<file path="config.mk">
export PLATFORM = sky130hd
export DESIGN_NAME = stopwatch_bcd_flat
export DESIGN_NICKNAME = d
export VERILOG_FILES = /design/src/rtl/stopwatch_pkg.sv /design/src/rtl/stopwatch_bcd_if.sv /design/src/rtl/stopwatch_bcd_digit_counter.sv /design/src/rtl/stopwatch_bcd.sv /design/src/flat_wrapper.sv
export SDC_FILE = /design/constraint.sdc
export NUM_CORES = 1
export LEC_CHECK = 0
export CORE_MARGIN = 2
export CORE_UTILIZATION = 59
export DETAILED_ROUTE_END_ITERATION = 16
export HOLD_SLACK_MARGIN = 0.06
export PLACE_DENSITY = 0.95
export SETUP_SLACK_MARGIN = 0.02
export SKIP_LAST_GASP = 1
export SYNTH_ARGS = -nofsm -noshare
export SYNTH_HDL_FRONTEND = slang
export SYNTH_HIERARCHICAL = 1
export SYNTH_SLANG_ARGS = --single-unit
</file>
<file path="constraint.sdc">
create_clock -name clkin -period 10.9 [get_ports clkin]
set_input_delay 2.18 -clock clkin [delete_from_list [all_inputs] [get_ports clkin]]
set_output_delay 2.18 -clock clkin [all_outputs]
set_load 0.02 [all_outputs]
</file>
<file path="src/rtl/stopwatch_pkg.sv">
// Shared stopwatch definitions: FSM states, BCD nibble geometry and the
// ordering of digits inside the packed 24-bit display word.
package stopwatch_pkg;

  typedef enum logic [1:0] {
    ST_IDLE  = 2'd0,
    ST_RUN   = 2'd1,
    ST_PAUSE = 2'd2
  } state_t;

  localparam int NIBBLE_W   = 4;
  localparam int MOD_DEC    = 10;
  localparam int MOD_SEX    = 6;
  localparam int NUM_DIGITS = 6;

  // Nibble index within the display word, LSB nibble first.
  localparam int DIG_CS_U  = 0;
  localparam int DIG_CS_T  = 1;
  localparam int DIG_SEC_U = 2;
  localparam int DIG_SEC_T = 3;
  localparam int DIG_MIN_U = 4;
  localparam int DIG_MIN_T = 5;

  typedef logic [NIBBLE_W-1:0] nibble_t;

  function automatic int digit_modulus(input int idx);
    return (idx == DIG_SEC_T) ? MOD_SEX : MOD_DEC;
  endfunction

endpackage

</file>
<file path="src/rtl/stopwatch_bcd_if.sv">
// Tick/control inputs and display outputs of the stopwatch, bundled so the
// driver side and the counter side each see their own direction view.
interface stopwatch_bcd_if;
  import stopwatch_pkg::*;

  logic                           tick_in;
  logic                           start_stop;
  logic                           clear;
  logic                           lap;
  logic [NUM_DIGITS*NIBBLE_W-1:0] digits;
  logic                           running;
  logic                           lap_hold;
  logic                           overflow;

  modport master (
    output tick_in, start_stop, clear, lap,
    input  digits, running, lap_hold, overflow
  );

  modport slave (
    input  tick_in, start_stop, clear, lap,
    output digits, running, lap_hold, overflow
  );

endinterface

</file>
<file path="src/rtl/stopwatch_bcd_digit_counter.sv">
// One BCD digit of the stopwatch chain; carry is combinational so the whole
// chain resolves in the same cycle as the increment.
module bcd_digit_counter
  import stopwatch_pkg::*;
#(
  parameter int MODULUS = MOD_DEC
) (
  input  logic    clkin,
  input  logic    reset,
  input  logic    clr,
  input  logic    inc,
  output nibble_t q,
  output logic    carry
);

  localparam nibble_t LAST = nibble_t'(MODULUS - 1);

  always_ff @(posedge clkin) begin
    if (reset || clr) begin
      q <= '0;
    end else if (inc) begin
      q <= (q == LAST) ? '0 : q + nibble_t'(1);
    end
  end

  assign carry = inc & (q == LAST);

endmodule

</file>
<file path="src/rtl/stopwatch_bcd.sv">
// Stopwatch: synchronised tick enable, IDLE/RUN/PAUSE control, six-digit BCD
// elapsed time with a MAX_MIN wrap, lap freeze and sticky overflow.
module stopwatch_bcd
  import stopwatch_pkg::*;
#(
  parameter int SYNC_STAGES = 2,
  parameter int MAX_MIN     = 99
) (
  input logic           clkin,
  input logic           reset,
  stopwatch_bcd_if.slave sw
);

  localparam int      DISP_W    = NUM_DIGITS * NIBBLE_W;
  localparam nibble_t MAX_MIN_T = nibble_t'(MAX_MIN / 10);
  localparam nibble_t MAX_MIN_U = nibble_t'(MAX_MIN % 10);

  // Stage p0/p1: tick synchroniser, edge detect and registered tick pulse
  logic [SYNC_STAGES-1:0] tick_sync;
  logic                   tick_last_p0;
  logic                   tick_pulse_p1;

  always_ff @(posedge clkin) begin
    if (reset) begin
      tick_sync     <= '0;
      tick_last_p0  <= 1'b0;
      tick_pulse_p1 <= 1'b0;
    end else begin
      tick_sync     <= {tick_sync[SYNC_STAGES-2:0], sw.tick_in};
      tick_last_p0  <= tick_sync[SYNC_STAGES-1];
      tick_pulse_p1 <= tick_sync[SYNC_STAGES-1] & ~tick_last_p0;
    end
  end

  // Stage p0/p1: control inputs registered once, then edge detected
  logic [2:0] ctl_p0;
  logic [2:0] ctl_p1;
  logic       ss_evt;
  logic       clr_evt;
  logic       lap_evt;

  always_ff @(posedge clkin) begin
    if (reset) begin
      ctl_p0 <= '0;
      ctl_p1 <= '0;
    end else begin
      ctl_p0 <= {sw.lap, sw.clear, sw.start_stop};
      ctl_p1 <= ctl_p0;
    end
  end

  assign ss_evt  = ctl_p0[0] & ~ctl_p1[0];
  assign clr_evt = ctl_p0[1] & ~ctl_p1[1];
  assign lap_evt = ctl_p0[2] & ~ctl_p1[2];

  // Run-state machine
  state_t state;
  state_t state_nxt;
  logic   is_run;

  always_ff @(posedge clkin) begin
    if (reset) state <= ST_IDLE;
    else       state <= state_nxt;
  end

  always_comb begin
    state_nxt = state;
    if (clr_evt) begin
      state_nxt = ST_IDLE;
    end else if (ss_evt) begin
      case (state)
        ST_IDLE:  state_nxt = ST_RUN;
        ST_RUN:   state_nxt = ST_PAUSE;
        ST_PAUSE: state_nxt = ST_RUN;
        default:  state_nxt = ST_IDLE;
      endcase
    end
  end

  always_comb begin
    is_run = 1'b0;
    if (state == ST_RUN) is_run = 1'b1;
  end

  // Gating on the current state counts a tick that coincides with a pause
  // edge and drops one that coincides with a resume edge.
  logic              count_en;
  logic              min_at_max;
  logic              wrap;
  logic              clr_cnt;
  logic [DISP_W-1:0] live;

  assign count_en = tick_pulse_p1 & is_run;

  for (genvar g = 0; g < NUM_DIGITS; g++) begin : g_digit
    logic    inc_d;
    logic    carry_d;
    nibble_t q_d;

    if (g == 0) begin : g_first
      assign inc_d = count_en;
    end else begin : g_next
      assign inc_d = g_digit[g-1].carry_d;
    end

    bcd_digit_counter #(
      .MODULUS (digit_modulus(g))
    ) u_digit (
      .clkin (clkin),
      .reset (reset),
      .clr   (clr_cnt),
      .inc   (inc_d),
      .q     (q_d),
      .carry (carry_d)
    );

    assign live[g*NIBBLE_W +: NIBBLE_W] = q_d;
  end

  assign min_at_max = (live[DIG_MIN_T*NIBBLE_W +: NIBBLE_W] == MAX_MIN_T) &&
                      (live[DIG_MIN_U*NIBBLE_W +: NIBBLE_W] == MAX_MIN_U);
  assign wrap       = (g_digit[DIG_SEC_T].carry_d & min_at_max) |
                      g_digit[DIG_MIN_T].carry_d;
  assign clr_cnt    = clr_evt | wrap;

  // Lap freeze and sticky overflow; clear has priority over both
  logic              hold;
  logic              ovf;
  logic [DISP_W-1:0] lap_reg;

  always_ff @(posedge clkin) begin
    if (reset) begin
      hold <= 1'b0;
      ovf  <= 1'b0;
    end else if (clr_evt) begin
      hold <= 1'b0;
      ovf  <= 1'b0;
    end else begin
      if (wrap) ovf <= 1'b1;
      if (lap_evt) begin
        if (hold && state != ST_IDLE) hold <= 1'b0;
        else if (!hold && is_run)     hold <= 1'b1;
      end
    end
  end

  always_ff @(posedge clkin) begin
    if (lap_evt && !hold && is_run && !clr_evt) lap_reg <= live;
  end

  assign sw.digits   = hold ? lap_reg : live;
  assign sw.running  = is_run;
  assign sw.lap_hold = hold;
  assign sw.overflow = ovf;

endmodule
</file>
<file path="src/flat_wrapper.sv">
// flat-port wrapper written by rule: the top's interface ports become plain ports
module stopwatch_bcd_flat import stopwatch_pkg::*;
#(
  parameter int SYNC_STAGES = 2,
  parameter int MAX_MIN     = 99
)
  (clkin, reset, sw_tick_in, sw_start_stop, sw_clear, sw_lap, sw_digits, sw_running, sw_lap_hold, sw_overflow);
  stopwatch_bcd_if sw_i ();
  input logic clkin;
  input logic reset;
  input wire logic [$bits(sw_i.tick_in)-1:0] sw_tick_in;
  input wire logic [$bits(sw_i.start_stop)-1:0] sw_start_stop;
  input wire logic [$bits(sw_i.clear)-1:0] sw_clear;
  input wire logic [$bits(sw_i.lap)-1:0] sw_lap;
  output wire logic [$bits(sw_i.digits)-1:0] sw_digits;
  output wire logic [$bits(sw_i.running)-1:0] sw_running;
  output wire logic [$bits(sw_i.lap_hold)-1:0] sw_lap_hold;
  output wire logic [$bits(sw_i.overflow)-1:0] sw_overflow;
  assign sw_i.tick_in = sw_tick_in;
  assign sw_i.start_stop = sw_start_stop;
  assign sw_i.clear = sw_clear;
  assign sw_i.lap = sw_lap;
  assign sw_digits = sw_i.digits;
  assign sw_running = sw_i.running;
  assign sw_lap_hold = sw_i.lap_hold;
  assign sw_overflow = sw_i.overflow;
  stopwatch_bcd #(.SYNC_STAGES(SYNC_STAGES), .MAX_MIN(MAX_MIN)) u_core (.clkin(clkin), .reset(reset), .sw(sw_i));
endmodule
</file>
# [Word level (Yosys, flattened, before mapping)]
# Index checks and enable logic that the tools add are counted.
[classes] n_mux=11 order_cmp=0 div_mod_pow=0 eq_ne=8 n_addsub=6 n_reduce_logical=15 n_shift=0 bitwise_logic=18 n_mul=0
[ops] cell="adder 4 x 1 -> 4 bit (second input constant)" n=6
[ops] cell="two-way mux 24 bit" n=1
[ops] cell="two-way mux 4 bit" n=6
[ops] cell="== test 4 bit (second input constant)" n=5
[ops] cell="AND 1 bit" n=12
[ops] cell="logical AND 1 bit" n=6
[ops] cell="== test 4 x 3 -> 1 bit (second input constant)" n=1
[ops] cell="NOT 1 bit" n=4
[ops] cell="case mux 2 bit (2 select lines)" n=1
[ops] cell="nonzero test 2 bit" n=2
[ops] cell="OR reduction 2 bit" n=2
[ops] cell="two-way mux 1 bit" n=3
[ops] cell="== test 2 x 1 -> 1 bit (second input constant)" n=1
[ops] cell="== test 2 bit (second input constant)" n=1
[ops] cell="logical NOT 1 bit" n=2
[ops] cell="logical NOT 2 bit" n=1
[ops] cell="bitwise OR 1 bit" n=2
[ops] cell="AND reduction 2 bit" n=1
[ops] cell="logical OR 1 bit" n=1
[totals] n_memories=0 output_inout_bits=27 latchBits=0 romBits=0 reg_bits=62 in_bits=6 ramBits=0

# [Depth between registers and ports, before layout]
[logic_depth] ltp_word=12 ltp_mapped=16 mapped_depth_nobuf=16

# [By module]
# Netlist, hierarchy kept.
[by_module_without_submodules] mod="stopwatch_bcd" seq_area_each_um2=1001.0 instances=1 area_each_um2=1500.2 cells_each=97
[by_module_without_submodules] mod="bcd_digit_counter at u_core.g_digit[0].u_digit ..." seq_area_each_um2=80.1 instances=5 area_each_um2=192.7 cells_each=20
[by_module_without_submodules] mod="bcd_digit_counter at u_core.g_digit[3].u_digit" seq_area_each_um2=80.1 instances=1 area_each_um2=185.2 cells_each=19

# [Worst setup path before layout]
# No wires, ideal clock.
[synth_timing] path_type="register to register" from="reg u_core.state[1]" to="reg u_core.g_digit[0].u_digit.q[0]" setup_ps=151 path_slack_ps=6026 period_less_slack_ps=4874 n_path_buf=0 t_arrival_ps=4723 t_required_ps=10749 path_stages_with_launch=17 path_cell_list="dfxtp_1 > and2b_2 > and2_2 > nand2_2 > nor3b_1 > nand2_2 > nor3b_1 > nand2_2 > nor3b_1 > nand2_2 > nor4b_1 > nand2_2 > nor3b_1 > nand2_2 > nor3b_1 > or3_1 > nor3_1"
[synth_between] elab_chain_cells=12 word_cells_on_any_way=13 cone_classes="eq/ne (1); mux (1); bitwise (10); reduce/logical (1)"
[synth_lines] item="from (decl)" line_no="stopwatch_bcd.sv:57" rtl="state_t state;"
[synth_lines] item="from (signal assigned)" line_no="stopwatch_bcd.sv:63" rtl="else state <= state_nxt;"
[synth_lines] item="== test 2 x 1 -> 1 bit" line_no="stopwatch_bcd.sv:82" rtl="if (state == ST_RUN) is_run = 1'b1;"
[synth_lines] item="two-way mux 1 bit" line_no="stopwatch_bcd.sv:82"
[synth_lines] item="net sw_running" line_no="flat_wrapper.sv:16" rtl="output wire logic [$bits(sw_i.running)-1:0] sw_running;"
[synth_lines] item="AND 1 bit" line_no="stopwatch_bcd.sv:93" rtl="assign count_en = tick_pulse_p1 & is_run;"
[synth_lines] item="net u_core.count_en" line_no="stopwatch_bcd.sv:87" rtl="logic count_en;"
[synth_lines] item="AND 1 bit" line_no="stopwatch_bcd_digit_counter.sv:26" rtl="assign carry = inc & (q == LAST);"
[synth_lines] item="net u_core.g_digit[0].carry_d" line_no="stopwatch_bcd.sv:97" rtl="logic carry_d;"
[synth_lines] item="AND 1 bit" line_no="stopwatch_bcd_digit_counter.sv:26"
[synth_lines] item="net u_core.g_digit[1].carry_d" line_no="stopwatch_bcd.sv:97"
[synth_lines] item="[1 not listed]"
[synth_lines] item="net u_core.g_digit[2].carry_d" line_no="stopwatch_bcd.sv:97"
[synth_lines] item="[1 not listed]"
[synth_lines] item="net u_core.g_digit[3].carry_d" line_no="stopwatch_bcd.sv:97"
[synth_lines] item="AND 1 bit" line_no="stopwatch_bcd_digit_counter.sv:26"
[synth_lines] item="net u_core.g_digit[4].carry_d" line_no="stopwatch_bcd.sv:97"
[synth_lines] item="AND 1 bit" line_no="stopwatch_bcd_digit_counter.sv:26"
[synth_lines] item="net u_core.g_digit[5].carry_d" line_no="stopwatch_bcd.sv:97"
[synth_lines] item="bitwise OR 1 bit" line_no="stopwatch_bcd.sv:122" rtl="assign wrap = (g_digit[DIG_SEC_T].carry_d & min_at_max) |"
[synth_lines] item="bitwise OR 1 bit" line_no="stopwatch_bcd.sv:124" rtl="assign clr_cnt = clr_evt | wrap;"
[synth_lines] item="net u_core.clr_cnt" line_no="stopwatch_bcd.sv:90" rtl="logic clr_cnt;"
[synth_lines] item="logical OR 1 bit" line_no="stopwatch_bcd_digit_counter.sv:19" rtl="if (reset || clr) begin"
[synth_lines] item="to (signal assigned)" line_no="stopwatch_bcd_digit_counter.sv:22" rtl="q <= (q == LAST) ? '0 : q + nibble_t'(1);"
[synth_lines] item="to (decl)" line_no="stopwatch_bcd_digit_counter.sv:12" rtl="output nibble_t q,"
# The timed path passes the listed nets, and every way through them passes these cells.
# A chain may end at the register's enable or synchronous reset.

# [Final worst setup path]
[layout_timing] from="reg u_core.state[0]" to="reg u_core.g_digit[0].u_digit.q[0]"
[layout_between] elab_chain_cells=12 word_cells_on_any_way=13 cone_classes="eq/ne (1); mux (1); bitwise (10); reduce/logical (1)"
[layout_lines] item="== test 2 x 1 -> 1 bit" line_no="stopwatch_bcd.sv:82"
[layout_lines] item="two-way mux 1 bit" line_no="stopwatch_bcd.sv:82"
[layout_lines] item="AND 1 bit" line_no="stopwatch_bcd.sv:93"
[layout_lines] item="net u_core.count_en" line_no="stopwatch_bcd.sv:87"
[layout_lines] item="AND 1 bit" line_no="stopwatch_bcd_digit_counter.sv:26"
[layout_lines] item="net u_core.g_digit[0].carry_d" line_no="stopwatch_bcd.sv:97"
[layout_lines] item="AND 1 bit" line_no="stopwatch_bcd_digit_counter.sv:26"
[layout_lines] item="net u_core.g_digit[1].carry_d" line_no="stopwatch_bcd.sv:97"
[layout_lines] item="[1 not listed]"
[layout_lines] item="net u_core.g_digit[2].carry_d" line_no="stopwatch_bcd.sv:97"
[layout_lines] item="[1 not listed]"
[layout_lines] item="net u_core.g_digit[3].carry_d" line_no="stopwatch_bcd.sv:97"
[layout_lines] item="AND 1 bit" line_no="stopwatch_bcd_digit_counter.sv:26"
[layout_lines] item="net u_core.g_digit[4].carry_d" line_no="stopwatch_bcd.sv:97"
[layout_lines] item="AND 1 bit" line_no="stopwatch_bcd_digit_counter.sv:26"
[layout_lines] item="net u_core.g_digit[5].carry_d" line_no="stopwatch_bcd.sv:97"
[layout_lines] item="bitwise OR 1 bit" line_no="stopwatch_bcd.sv:122"
[layout_lines] item="bitwise OR 1 bit" line_no="stopwatch_bcd.sv:124"
[layout_lines] item="net u_core.clr_cnt" line_no="stopwatch_bcd.sv:90"
[layout_lines] item="logical OR 1 bit" line_no="stopwatch_bcd_digit_counter.sv:19"
# The timed path passes the listed nets, and every way through them passes these cells.

==> metrics.md <==
| Metric | Value |
|---|---|
| Status | finished clean |
| Post-route minimum period | 5850 ps |
| Clk pin slew, worst setup/hold paths | 70 ps |
| M1 WL | 2.12 mm |
| Hold bufs inserted after CTS | 0 |
| WS Path Type | register to register |
| Nets | 263 |
| Clk Latency, worst-skew pair | 340 ps |
| Via count | 1777 |
| Mapped Area | 2650 um^2 |
| Initial antenna violation count | 0 |
| Critical Path AT | 6020 ps |
| GPL Wtd Cong | 0.812 |
| Final ANT Viol Nets | 0 |
| Num CTS Buffers | 9 |
| Primary FF master, synth | dfxtp_1 |
| Hpwl dp | 3.08 mm |
| Core Rows | 24 |
| Worst-margin pin slew | 1180 ps |
| Grt total ovfl | 0 |
| Total Wirelength | 4.84 mm |
| Placed cell count | 298 |
| Ant diodes | 0 |
| Gr usage total | 20.8% |
| Cells after Synth | 216 |
| Most common cell in the netlist | dfxtp_1 |
| Sum of negative setup slack | 0 ps |
| Reg2reg start | u_core/state[0] |
| Maximum root-to-sink buffer count | 2 |
| Top Layer Used | met4 |
| Vias/cell | 5.66 |
| Max Cap Viol | 0 |
| Die area | 5040 um^2 |
| Register area share after synthesis | 55.9% |
| Initial core utilization | 60.8% |
| WL/cell | 15.4 um |
| Area leader, netlist | dfxtp_1 |
| DRC viols | 0 |
| Setup crit end | u_core/g_digit[0].u_digit/q[0] |
| Core area | 4350 um^2 |
| Yosys cell types | 35 |
| Vias in the first global route | 1749 |
| First-pass GRT wire length | 8.00 mm |
| Area added between synthesis and finish | 23.6% |
| Die X | 71.0 um |
| Final setup margin | 5050 ps |
| Critical path required time | 11070 ps |
| PortBufs | 32 |
| TritonCTS clock tree | yes |
| Clock skew | 10.6 ps |
| Root Buffer | clkbuf_8 |
| EDFF count, synth | 24 |
| Syn Nets | 222 |
| Clock Sinks | 62 |
| Reg2reg setup slack | 5050 ps |
| Final setup viols | 0 |
| CP startpoint | u_core/state[0] |
| Maximum vdd drop | 98.1 uV |
| Ratio of cells with drive above 1 in the final layout | 26.3% |
| Setup Fix Bufs, Post-CTS | 0 |
| Met2 wire len | 2.45 mm |
| Max H-tree Level | 3 |
| Syn Area/Cell | 12.3 um^2 |
| Top cell type's share of synthesized area | 28.7% |
| Final period util | 53.6% |
| Fin. max-slew vios | 0 |
| Largest net degree at the start of global routing | 36 |
| Top cells by area, synth | dfxtp_1 (29%), edfxtp_1 (27%), mux2_2 (10%) |
| PostCTS Resize Cnt | 0 |
| P_leak | 0.00111 uW |
| 1st-iter DRT viols | 108 |
| Hold/Removal Path Class | register to register |
| Hold Violations, Final | 0 |
| Startpoint types | register |
| Slew margin rel. | 21.3% |
| Die H | 71.0 um |
| RSZ-0062 raised after global routing | no |
| Most frequent cells after synthesis | dfxtp_1 (38), edfxtp_1 (24), mux2_2 (24), nor2b_1 (18) |
| Cell depth of the worst flop-to-flop path | 16 |
| Non-Filler Instances | 314 |
| Worst setup EP type | register |
| Drt pass-1 iters | 4 |
| Total power | 497 uW |
| Worst Path Max Fanout | 24 |
| Asr flop ratio synth | 0% |
| Yosys reg bits | 62 |
| Pre-CTS setup slack | 5290 ps |
| Achievable Freq | 171 MHz |
| Fillers | 285 |
| Pwr/cell area | 152 nW/um^2 |
| Top Ports | 33 |
| Ys Warns | 6 |
| Metal3 WL | 189 um |
| R2R Path End | u_core/g_digit[0].u_digit/q[0] |
[per-stage QoR]
stage	cell area, um^2	hold slack [ps]	utilization [%]
after CTS	3270	405	75.2
after detailed placement	3040	397	69.7
after global routing	3270	428	75.2
after floorplan	2650	367	-
final	3270	403	75.2
after global placement	3040	372	69.7
[placed cells by master (no fill, tap or decap), types with 8 or more instances in the layout]
cell             Yosys  layout
mux2_2              24      24
xnor2_1              8       8
nor2b_1             18      18
clkdlybuf4s50_1      0      32
clkbuf_8             0       9
edfxtp_1            24      24
o21ai_0             12      12
nor3_1              12      12
dfxtp_1             38      38
[metal layers]
metal	vias to the layer above	track usage [%]
met5	-	0
met4	0	8.60
met3	6	6.84
met2	33	35.2
met1	852	24.2
li1	886	-
[report_power, final]
| part | switching [uW] | total, uW | internal (uW) |
|---|---|---|---|
| sequential | 1.76 | 244 | 242 |
| clock | 87.1 | 238 | 151 |
| combinational | 8.62 | 16.1 | 7.43 |
[how the worst min path moves through the flow]
stage | start | to | cells after the start
finish | u_core/tick_last_p0 | u_core/tick_pulse_p1 | 1
global route | u_core/tick_last_p0 | u_core/tick_pulse_p1 | 1
CTS | u_core/tick_last_p0 | u_core/tick_pulse_p1 | 1
detailed placement | u_core/tick_last_p0 | u_core/tick_pulse_p1 | 1
global placement | u_core/tick_last_p0 | u_core/tick_pulse_p1 | 1
floorplan | u_core/tick_last_p0 | u_core/tick_pulse_p1 | 1
[worst max-delay path, cell delays in order, from the launching register on]
cell     delay [ps]
dfxtp_1         380
and2b_2         200
and2_2          200
nand2_2          80
nor3b_1         470
nand2_2         130
nor3b_1         510
nand2_2         130
nor3b_1         580
nand2_2         160
nor4b_1         760
nand2_2         180
nor3b_1         530
nand2_2         140
nor3b_1         290
or3_1           770
nor3_1          170
[kinds of logic (layout without fill, tap and decap cells)]
kind of cell           Yosys count  count (layout)  share of synthesized area (%)
flip-flops                      62              62                           55.9
buffers and inverters            5              51                          0.850
AND/OR/NAND/NOR                 84              84                           20.7
multiplexers                    25              25                           10.6
AO/OA/AOI/OAI                   27              27                           7.65
XOR/XNOR                        13              13                           4.30
[area by class of cell]
type | instances | area, um^2 | area share [%]
Tap cell | 52 | 65.1 | 1.99
Inverter | 1 | 3.75 | 0.115
Clock buffer | 9 | 124 | 3.78
Sequential cell | 62 | 1480 | 45.3
Clock inverter | 7 | 113 | 3.44
Timing Repair Buffer | 34 | 335 | 10.2
Multi-Input combinational cell | 149 | 1150 | 35.2
No activity file was read; power rests on OpenSTA's default activity.
